$ cat src/rtl/pipe_seq_ctrl.sv
// Pipeline sequencing control: load-use and branch-operand stalls, branch/jump flushes.
// Optional perf counters are built only when PIPE_PERF_CNT_EN is defined.
module pipe_seq_ctrl #(
   parameter int BR_STALLS = 2,
   parameter int CNT_W     = 16
) (
   input  logic             clk,
   input  logic             reset,
   input  logic             load_use_haz,
   input  logic             branch_haz,
   input  logic             branch_taken,
   input  logic             jump,
   output logic             pc_write,
   output logic             if_id_write,
   output logic             id_ex_bubble,
   output logic             if_id_flush,
   output logic [1:0]       state_o,
   output logic [CNT_W-1:0] stall_count,
   output logic [CNT_W-1:0] flush_count
);

   typedef enum logic [1:0] {RUN = 2'd0, STALL = 2'd1, FLUSH = 2'd2} state_t;

   localparam logic [2:0] BR_LOAD = 3'(BR_STALLS - 1);

   state_t     state, state_nx;
   logic [2:0] cnt, cnt_nx;

   always_ff @(posedge clk) begin
      if (reset) begin
         state <= RUN;
         cnt   <= 3'd0;
      end else begin
         state <= state_nx;
         cnt   <= cnt_nx;
      end
   end

   always_comb begin
      pc_write     = 1'b1;
      if_id_write  = 1'b1;
      id_ex_bubble = 1'b0;
      if_id_flush  = 1'b0;
      state_nx     = state;
      cnt_nx       = cnt;
      if (reset) begin
         state_nx = RUN;
         cnt_nx   = 3'd0;
      end else if (branch_taken) begin
         if_id_flush  = 1'b1;
         id_ex_bubble = 1'b1;
         state_nx     = FLUSH;
         cnt_nx       = 3'd0;
      end else begin
         case (state)
            FLUSH: begin
               if_id_flush  = 1'b1;
               id_ex_bubble = 1'b1;
               state_nx     = RUN;
            end
            STALL: begin
               if (jump) begin
                  if_id_flush = 1'b1;
                  state_nx    = RUN;
                  cnt_nx      = 3'd0;
               end else begin
                  pc_write     = 1'b0;
                  if_id_write  = 1'b0;
                  id_ex_bubble = 1'b1;
                  // cnt counts the STALL cycles still owed including this one
                  cnt_nx       = (cnt != 3'd0) ? cnt - 3'd1 : 3'd0;
                  state_nx     = (cnt <= 3'd1) ? RUN : STALL;
               end
            end
            default: begin
               if (jump) begin
                  if_id_flush = 1'b1;
                  cnt_nx      = 3'd0;
                  state_nx    = RUN;
               end else if (branch_haz) begin
                  pc_write     = 1'b0;
                  if_id_write  = 1'b0;
                  id_ex_bubble = 1'b1;
                  cnt_nx       = BR_LOAD;
                  state_nx     = (BR_STALLS > 1) ? STALL : RUN;
               end else if (load_use_haz) begin
                  pc_write     = 1'b0;
                  if_id_write  = 1'b0;
                  id_ex_bubble = 1'b1;
               end
            end
         endcase
      end
   end

   assign state_o = state;

`ifdef PIPE_PERF_CNT_EN
   logic flush_evt;
   // a flush event starts on any taken branch, or a jump outside FLUSH
   assign flush_evt = !reset && (branch_taken || (jump && state != FLUSH));

   always_ff @(posedge clk) begin
      if (reset) begin
         stall_count <= '0;
         flush_count <= '0;
      end else begin
         if (!pc_write && stall_count != '1) stall_count <= stall_count + 1'b1;
         if (flush_evt && flush_count != '1) flush_count <= flush_count + 1'b1;
      end
   end
`else
   assign stall_count = '0;
   assign flush_count = '0;
`endif

endmodule

$ cat config.mk
export PLATFORM = sky130hd
export DESIGN_NAME = pipe_seq_ctrl
export DESIGN_NICKNAME = d
export VERILOG_FILES = /design/src/rtl/pipe_seq_ctrl.sv
export SDC_FILE = /design/constraint.sdc
export NUM_CORES = 1
export LEC_CHECK = 0
export BUFFER_PORTS_ARGS = -buffer_cell sky130_fd_sc_hd__buf_2
export CAP_MARGIN = 20
export CORE_MARGIN = 4
export CORE_UTILIZATION = 43
export CTS_BUF_LIST = sky130_fd_sc_hd__clkbuf_8 sky130_fd_sc_hd__clkbuf_16
export DETAILED_ROUTE_END_ITERATION = 7
export PLACE_DENSITY = 0.83
export SLEW_MARGIN = 30
export SYNTH_ARGS = -nofsm -noshare
export SYNTH_HDL_FRONTEND = slang
export SYNTH_SLANG_ARGS = --single-unit
$ cat constraint.sdc
create_clock -name clk -period 2.45 [get_ports clk]
set_input_delay 0.1225 -clock clk [delete_from_list [all_inputs] [get_ports clk]]
set_output_delay 0.1225 -clock clk [all_outputs]
set_load 0.1 [all_outputs]
==> results of run 1 <==
[synthesized netlist by cell type, drive strengths merged]
master    n  area, um^2
buf      35         258
conb      1        3.75
o2111ai   1        8.76
nor3      2        10.0
nor2      6        22.5
a31oi     1        6.26
or4       1        7.51
or2       3        21.3
nand3b    1        7.51
o211ai    1        7.51
nand4b    1        8.76
a21oi     7        35.0
ha        4        50.1
and3b     1        8.76
dfxtp     5         100
inv       6        22.5
o31ai     1        7.51
nor3b     1        7.51
nand2b    1        6.26
o21ai     4        20.0
o21bai    1        7.51
a21o      1        7.51
nor2b     1        6.26
[logic make-up after synthesis]
| logic type | count (synthesis) | share of synthesized area, % |
|---|---|---|
| AOI/OAI and AO/OA | 17 | 15.6 |
| adders and majority gates | 4 | 7.81 |
| buffers and inverters | 41 | 43.8 |
| DFF | 5 | 15.6 |
| other | 1 | 0.585 |
| and+or+nand+nor | 18 | 16.6 |
[worst max-delay path by stage]
stage,depth (start not counted),endpoint,slack [ns]
after floorplan,5,pc_write,-0.25
after global placement,6,pc_write,0.69
after detailed placement,6,if_id_write,0.67
after CTS,6,if_id_write,0.42
after global routing,6,pc_write,0.32
final,6,if_id_write,0.43
[layout make-up]
cell class	count	area (um^2)	share of cell area [%]
repair buffers	11	55.1	8.54
clock buffers	3	41.3	6.41
clock inverters	1	3.75	0.583
well taps	15	18.8	2.91
inverters	6	22.5	3.50
multi-input cells	71	402	62.3
flip-flops and latches	5	101	15.7
[through the flow]
| stage | total power, W | util (%) | hold slack, ns |
|---|---|---|---|
| CTS | 0.000538 | 47.7 | 0.143 |
| global placement | 0.000386 | 44.4 | 0.373 |
| finish | 0.000535 | 47.7 | 0.147 |
| floorplan | 0.000413 | - | 0.195 |
| detailed placement | 0.000388 | 44.4 | 0.373 |
| global route | 0.000558 | 47.7 | 0.158 |
[worst max-delay path: cells and delay by family, from the launching register on]
kind | cells | cell delay (ns)
AOI/OAI and AO/OA | 2 | 0.35
DFF | 1 | 0.34
buffers and inverters | 2 | 0.34
adders and majority gates | 1 | 0.33
and+or+nand+nor | 1 | 0.32
[flip-flops by register name (all words and copies together), names as in the netlist]
| name | count |
|---|---|
| cnt | 3 |
| state_o | 2 |
[per-layer routing]
| layer | wire length [um] | up-vias |
|---|---|---|
| met3 | 148 | 4 |
| met2 | 549 | 32 |
| li1 | - | 243 |
| met1 | 405 | 229 |
| met4 | 29 | 0 |
| met5 | 0 | - |
[power by group through the flow]
| stage | clock, W | sequential, W | combinational, W |
|---|---|---|---|
| 6_report | 0.000147 | 0.0000858 | 0.000302 |
| 4_1_cts | 0.000151 | 0.0000858 | 0.000301 |
| 3_5_place_dp | 0 | 0.0000870 | 0.000301 |
| 5_1_grt | 0.000161 | 0.0000860 | 0.000311 |
| 3_3_place_gp | 0 | 0.0000868 | 0.000299 |
| 2_1_floorplan | 0 | 0.0000969 | 0.000316 |
==> qor.yml, run 1 <==
outcome: "completed"
hp-start: "reset"
reg2reg_slack_ns: 0.84
rsz0062_at_grt: "false"
swShare_pct: 60.3
synthCells: 86
nNetsFinal: 108
antenna_left: 0
vias: 508
hold_class: "in -> reg"
wl_um: 1130
grt_use_met3_pct: 4.69
viasPerCell: 4.54
port_buffers: 11
ir_worst_vdd_v: 0.000428
dp_hpwl_um: 925
grt_antenna_before_repair: 0
ys_ff_latch: 5
cts_setup_buffers: 0
grt_max_degree: 12
setup_tns_ns: 0
path_clk_slew_ns: 0.03
grt_busiest_layer: "met2"
finalHoldViolCount: 0
fillerInstances: 133
layoutNonFillerInstCount: 112
die_w_um: 46.6
seqPwrFrac_pct: 16.0
wl_per_cell_um: 10.1
dieArea_um2: 2170
placed_cell_area_um2: 599
cts_resized: 0
cell_internal_pwr_w: 0.000213
period_minus_slack_ns: 2.02
row_count: 13
p_switching_w: 0.000322
clock_path_buffers: 2
startpoint: "state_o[0]$_SDFFE_PP0P_"
core_area_um2: 1350
worstSetupPathType: "reg -> out"
crit_path_top_delay_cell: "dfxtp_2"
finalCritPeriodShare_pct: 82.6
most-common-layout-cells: "32 x conb_1, 11 x buf_2, 7 x inv_1"
worstPathArrival_ns: 1.90
timing.rr.end: "cnt[1]$_SDFFE_PP0P_"
setup_viol: 0
final_common_cell: "conb_1"
synth.distinct_cells: 26
clkLatencyLatePin_ns: 0.22
root_buffer: "clkbuf_8"
cts-hold-fix-buffers: 0
routabilityCongestion: 0.710
timing.rr.start: "state_o[1]$_SDFFE_PP0P_"
drt_iter0_markers: 4
grt-ovfl-total: 0
syn_area_um2: 641
post-route-drc-count: 0
synth.avg_cell_area_um2: 7.45
power_density_nw_per_um2: 830
end_kind: "primary output"
worst_slack_ns: 0.427
io_pins: 44
p_comb_share_pct: 56.5
p_leak_nw: 0.332
grtUsageTotal_pct: 11.1
die_h_um: 46.6
layout-drive-gt1-share_pct: 21.6
whs_path_depth: 2
grt_pass1_vias: 394
insertedDiodeCount: 0
critPathMaxStageDelay_ns: 0.34
use_met2_pct: 15.9
finish.instance_area_um2: 644
fmax_mhz: 494
htree_num_levels: 1
use_met1_pct: 12.9
finalMaxSlewViolations: 0
cap_violations: 0
dp_worst_setup_slack_ns: 0.671
cts.sinks: 5
cts_tree: "yes"
first_pass_iters: 4
grt_pass1_wl_um: 1650
path_max_fanout: 5
p_clk_share_pct: 27.5
path_cells: "inv_1, ha_1, or2_2, a21oi_1, o21bai_4, buf_2"
worst-endpoint-required_ns: 2.33
area_delta_synth_final_pct: 0.586
reg2regPathDepth: 5
ys_warn_count: 0
start_util_pct: 47.5
dp.cells: 108
fin_skew_ns: 0.00149
whs_endpoint: "state_o[1]$_SDFFE_PP0P_"
cts_made_buffers: 3
yosysSeqAreaShare_pct: 15.6
startpoint_type: "register"
(Power assumes the default switching activity.)
==> run 2, diff against run 1 <==
Settings changed: CORE_UTILIZATION 43 to 36, PLACE_DENSITY 0.83 to 0.74.
Clock period 2.45 ns to 1.65 ns, I/O delays scaled along.
==> qor.yml, run 2 (synthesized netlist as in run 1, its figures left out) <==
outcome: "completed"
worstPathArrival_ns: 1.53
layout-drive-gt1-share_pct: 29.6
first_pass_iters: 4
htree_num_levels: 1
largest_reg_flops: 3
fin_skew_ns: 0.00213
setup_tns_ns: 0
total_power_w: 0.000837
grt_antenna_before_repair: 0
core_area_um2: 1590
end_kind: "primary output"
path_clk_slew_ns: 0.03
dp_hpwl_um: 1010
path_cells: "inv_2, ha_4, nand2b_1, a21o_1, a21oi_4, buf_12"
viasPerCell: 4.08
cts_made_buffers: 3
vias: 498
dp.cells: 118
grt_pass1_vias: 424
cts_tree: "yes"
fillerInstances: 166
finalHoldViolCount: 0
dp_worst_setup_slack_ns: 0.185
die_w_um: 50.2
setup_viol: 0
reg2regPathDepth: 5
worstSetupPathType: "reg -> out"
finalCritPeriodShare_pct: 98.0
largest-register: "cnt"
ir_worst_vdd_v: 0.000500
worst-endpoint-required_ns: 1.57
post-route-drc-count: 0
path_max_fanout: 5
layoutNonFillerInstCount: 122
worst_slack_ns: 0.0332
io_pins: 44
wl_per_cell_um: 10.5
p_leak_nw: 0.364
grt_max_degree: 10
dieArea_um2: 2520
most-common-layout-cells: "32 x conb_1, 8 x buf_2, 6 x inv_1"
whs_path_depth: 2
port_buffers: 11
period_minus_slack_ns: 1.62
clock_path_buffers: 2
cts_setup_buffers: 0
grtUsageTotal_pct: 10.5
row_count: 14
critPathMaxStageDelay_ns: 0.35
fmax_mhz: 619
wl_um: 1290
rsz0062_at_grt: "false"
cap_violations: 0
hold_class: "in -> reg"
clkLatencyLatePin_ns: 0.22
grt-ovfl-total: 0
nNetsFinal: 109
root_buffer: "clkbuf_8"
routabilityCongestion: 0.792
die_h_um: 50.2
start_util_pct: 40.2
grt_pass1_wl_um: 1940
startpoint_type: "register"
antenna_left: 0
drt_iter0_markers: 6
final_common_cell: "conb_1"
power_density_nw_per_um2: 1100
crit_path_top_delay_cell: "dfxtp_4"
finalMaxSlewViolations: 0
area_delta_synth_final_pct: 18.6
cts.sinks: 5
insertedDiodeCount: 0
-- run 2: cell types whose count changed in the layout (fill, tap and decap cells not counted), moves of 2 or more --
cell | before | now
buf_12 | 0 | 3
ha_1 | 4 | 2
nor2_4 | 0 | 2
buf_2 | 11 | 8
dfxtp_4 | 0 | 2
-- run 2: worst paths after layout --
kind | endpoint | startpoint | slack [ns]
max | id_ex_bubble | state_o[0]$_SDFFE_PP0P_ | 0.03
min reg2reg | cnt[0]$_SDFFE_PP0P_ | cnt[0]$_SDFFE_PP0P_ | 0.53
max reg2reg | cnt[1]$_SDFFE_PP0P_ | state_o[1]$_SDFFE_PP0P_ | 0.21
min | state_o[1]$_SDFFE_PP0P_ | reset | 0.11
-- run 2: repair_timing --
item,4_1_cts,5_1_grt
endpoints found under the setup margin,0,3
hold buffers,0,0
resized for setup,0,3
-- run 2: cell type report --
| cell class | instances | area (um^2) | area share [%] |
|---|---|---|---|
| flip-flops and latches | 5 | 108 | 14.2 |
| clock buffers | 3 | 41.3 | 5.44 |
| well taps | 24 | 30.0 | 3.95 |
| inverters | 6 | 22.5 | 2.97 |
| multi-input cells | 71 | 447 | 58.8 |
| clock inverters | 1 | 3.75 | 0.494 |
| repair buffers | 12 | 108 | 14.2 |
-- run 2: critical path: cells and delay by family (launching register included) --
family / cells / cell delay [ns]
compound gates: 2 / 0.35
fa+ha+maj: 1 / 0.23
buf+inv: 2 / 0.23
flops: 1 / 0.35
simple gates: 1 / 0.14
-- run 2: report_power, final --
part	total (W)	internal, W	switching [W]
sequential	0.000126	0.000123	0.00000364
combinational	0.000485	0.0000566	0.000428
clock	0.000225	0.000160	0.0000655
-- run 2: layer usage --
metal  global-route usage, %  wire length [um]  vias up
li1                        -                 -      242
met1                    11.1               512      225
met2                    15.4               596       27
met3                    5.92               155        4
met4                    7.83                23        0
met5                       0                 0        -
-- run 2: metrics by stage --
step / hold slack, ns / utilization, % / area [um^2]
final: 0.113 / 47.6 / 759
after global placement: 0.344 / 43.9 / 699
after global routing: 0.130 / 47.6 / 759
after CTS: 0.111 / 46.7 / 744
after detailed placement: 0.350 / 43.9 / 699
after floorplan: 0.145 / - / 832
==> run 3, diff against run 2 <==
Settings changed: ABC_AREA set to 1.
==> qor.yml, run 3 <==
outcome: "completed"
dp.cells: 118
layout-drive-gt1-share_pct: 25.5
grt-ovfl-total: 0
path_delay_family: "compound AO/OA/AOI/OAI gates"
finalMaxSlewViolations: 0
hold_class: "in -> reg"
hold_slack_ns: 0.116
cap_violations: 0
worst-endpoint-required_ns: 1.57
cts.sinks: 5
synthCells: 93
end_kind: "primary output"
synth_edf_count: 0
nNetsFinal: 117
finish.utilization_pct: 45.4
synth_top_family_by_area: "buffers and inverters"
die_w_um: 49.7
muxShareOfSynthArea_pct: 0
setup_viol: 0
synth.area.top_cells: "buf_4 40%, dfxtp_1 16%, ha_1 8.0%"
crit_path_top_delay_cell: "o211ai_1"
wl_um: 1100
layoutNonFillerInstCount: 122
synth_most_common_cell: "buf_4"
yosys.area_share.simple_pct: 19.0
wl_met1_um: 476
startpoint_type: "register"
htree_num_levels: 1
synth.avg_cell_area_um2: 6.74
dr_wl_met2_um: 512
path_max_fanout: 5
fmax_mhz: 629
clock_path_buffers: 2
syn_area_um2: 627
most-common-layout-cells: "32 x conb_1, 10 x nand2_1, 9 x nor2_1, 9 x inv_1, 8 x buf_2"
dieArea_um2: 2470
ys_warn_count: 0
dp_hpwl_um: 967
p_leak_nw: 0.384
cts_tree: "yes"
synthXorXnorAreaFrac_pct: 0
start_util_pct: 39.8
largest_reg_flops: 3
wl_met3_um: 115
grtUsageTotal_pct: 8.83
die_h_um: 49.7
rsz0062_at_grt: "false"
port_buffers: 11
grt_pass1_wl_um: 1700
path_buf_inv: 2
grt_max_degree: 6
grt_pass1_vias: 419
antenna_left: 0
row_count: 14
cts-hold-fix-buffers: 0
synth-main-ff-cell: "dfxtp_1"
async_flop_share_pct: 0
worstSetupPathType: "reg -> out"
path_clk_slew_ns: 0.04
critPathMaxStageDelay_ns: 0.41
first_pass_iters: 4
core_area_um2: 1580
synth.distinct_cells: 15
routabilityCongestion: 0.762
dr.max_layer_used: "met3"
grt_antenna_before_repair: 0
power_density_nw_per_um2: 1170
synth_top_cell_by_area: "buf_4"
post-route-drc-count: 0
synth_compound_area_share_pct: 10.4
placed_cell_area_um2: 671
vias: 492
path_cells: "inv_2, ha_4, o211ai_1, buf_12"
netlist.area_leader.share_pct: 39.5
yosysSeqAreaShare_pct: 16.0
viasPerCell: 4.03
period_minus_slack_ns: 1.59
finalCritPeriodShare_pct: 96.4
worstPathArrival_ns: 1.51
cts_setup_buffers: 0
wl_per_cell_um: 9.05
ir_worst_vdd_v: 0.000657
cts_made_buffers: 3
clkLatencyLatePin_ns: 0.22
io_pins: 44
largest-register: "cnt"
finalHoldViolCount: 0
ys_ff_latch: 5
insertedDiodeCount: 0
drt_iter0_markers: 15
root_buffer: "clkbuf_8"
fin_skew_ns: 0.00273
finish.instance_area_um2: 716
synthAdderAreaFrac_pct: 7.98
area_delta_synth_final_pct: 14.2
final_common_cell: "conb_1"
synthTopCellsByCount: "33 x buf_4, 10 x nand2_1, 9 x inv_1, 9 x nor2_1, 7 x a21oi_1"
run 3: cell types whose count changed after synthesis, moves of 3 or more:
cell / previous run / this run
nand2_1: 0 / 10
inv_1: 6 / 9
nand3_1: 0 / 3
nor2_1: 6 / 9
run 3: worst paths after layout:
path	start	to	slack [ns]	cells after the start
max reg2reg	state_o[0]$_SDFFE_PP0P_	cnt[0]$_SDFFE_PP0P_	0.47	5
min reg2reg	cnt[0]$_SDFFE_PP0P_	cnt[0]$_SDFFE_PP0P_	0.50	2
min	reset	state_o[1]$_SDFFE_PP0P_	0.12	2
max	state_o[0]$_SDFFE_PP0P_	if_id_write	0.06	4
run 3: metal layers:
layer,up-vias,GRT usage [%]
met5,-,0
met4,0,2.76
met3,0,3.92
met2,29,13.9
met1,213,10.7
li1,250,-
run 3: metrics by stage:
stage / setup TNS (ns) / power [W] / setup slack (ns)
after floorplan: -2.17 / 0.000625 / -1.29
after global placement: 0 / 0.000609 / 0.307
after detailed placement: 0 / 0.000610 / 0.282
after CTS: 0 / 0.000836 / 0.0453
after global routing: 0 / 0.000864 / 0.00389
final: 0 / 0.000836 / 0.0590
run 3: repair_timing:
item | CTS | global route
gates resized for setup | 0 | 0
endpoints found under the setup margin | 0 | 2
endpoints found under the hold margin | 0 | 0
run 3: kinds of logic after synthesis:
kind of cell	count (synthesis)
buffers and inverters	44
and+or+nand+nor	27
AOI/OAI and AO/OA	12
DFF	5
other	1
adders and majority gates	4
run 3: final cells by class:
cell class | count | area (um^2)
fillers | 169 | 861
multi-input cells | 75 | 402
flip-flops and latches | 5 | 108
repair buffers | 11 | 100
clock buffers | 3 | 41.3
inverters | 11 | 41.3
well taps | 16 | 20.0
clock inverters | 1 | 3.75
run 3: power breakdown:
group | switching, W | internal [W]
Clock | 0.0000650 | 0.000160
Combinational | 0.000429 | 0.0000508
Sequential | 0.00000571 | 0.000125
run 3: worst reg2reg max path, stage by stage, from the launching register on:
cell and delay (ns):
dfxtp_4 0.37, inv_2 0.05, ha_4 0.16, nor2_1 0.25, nand3_1 0.14, a21oi_1 0.15
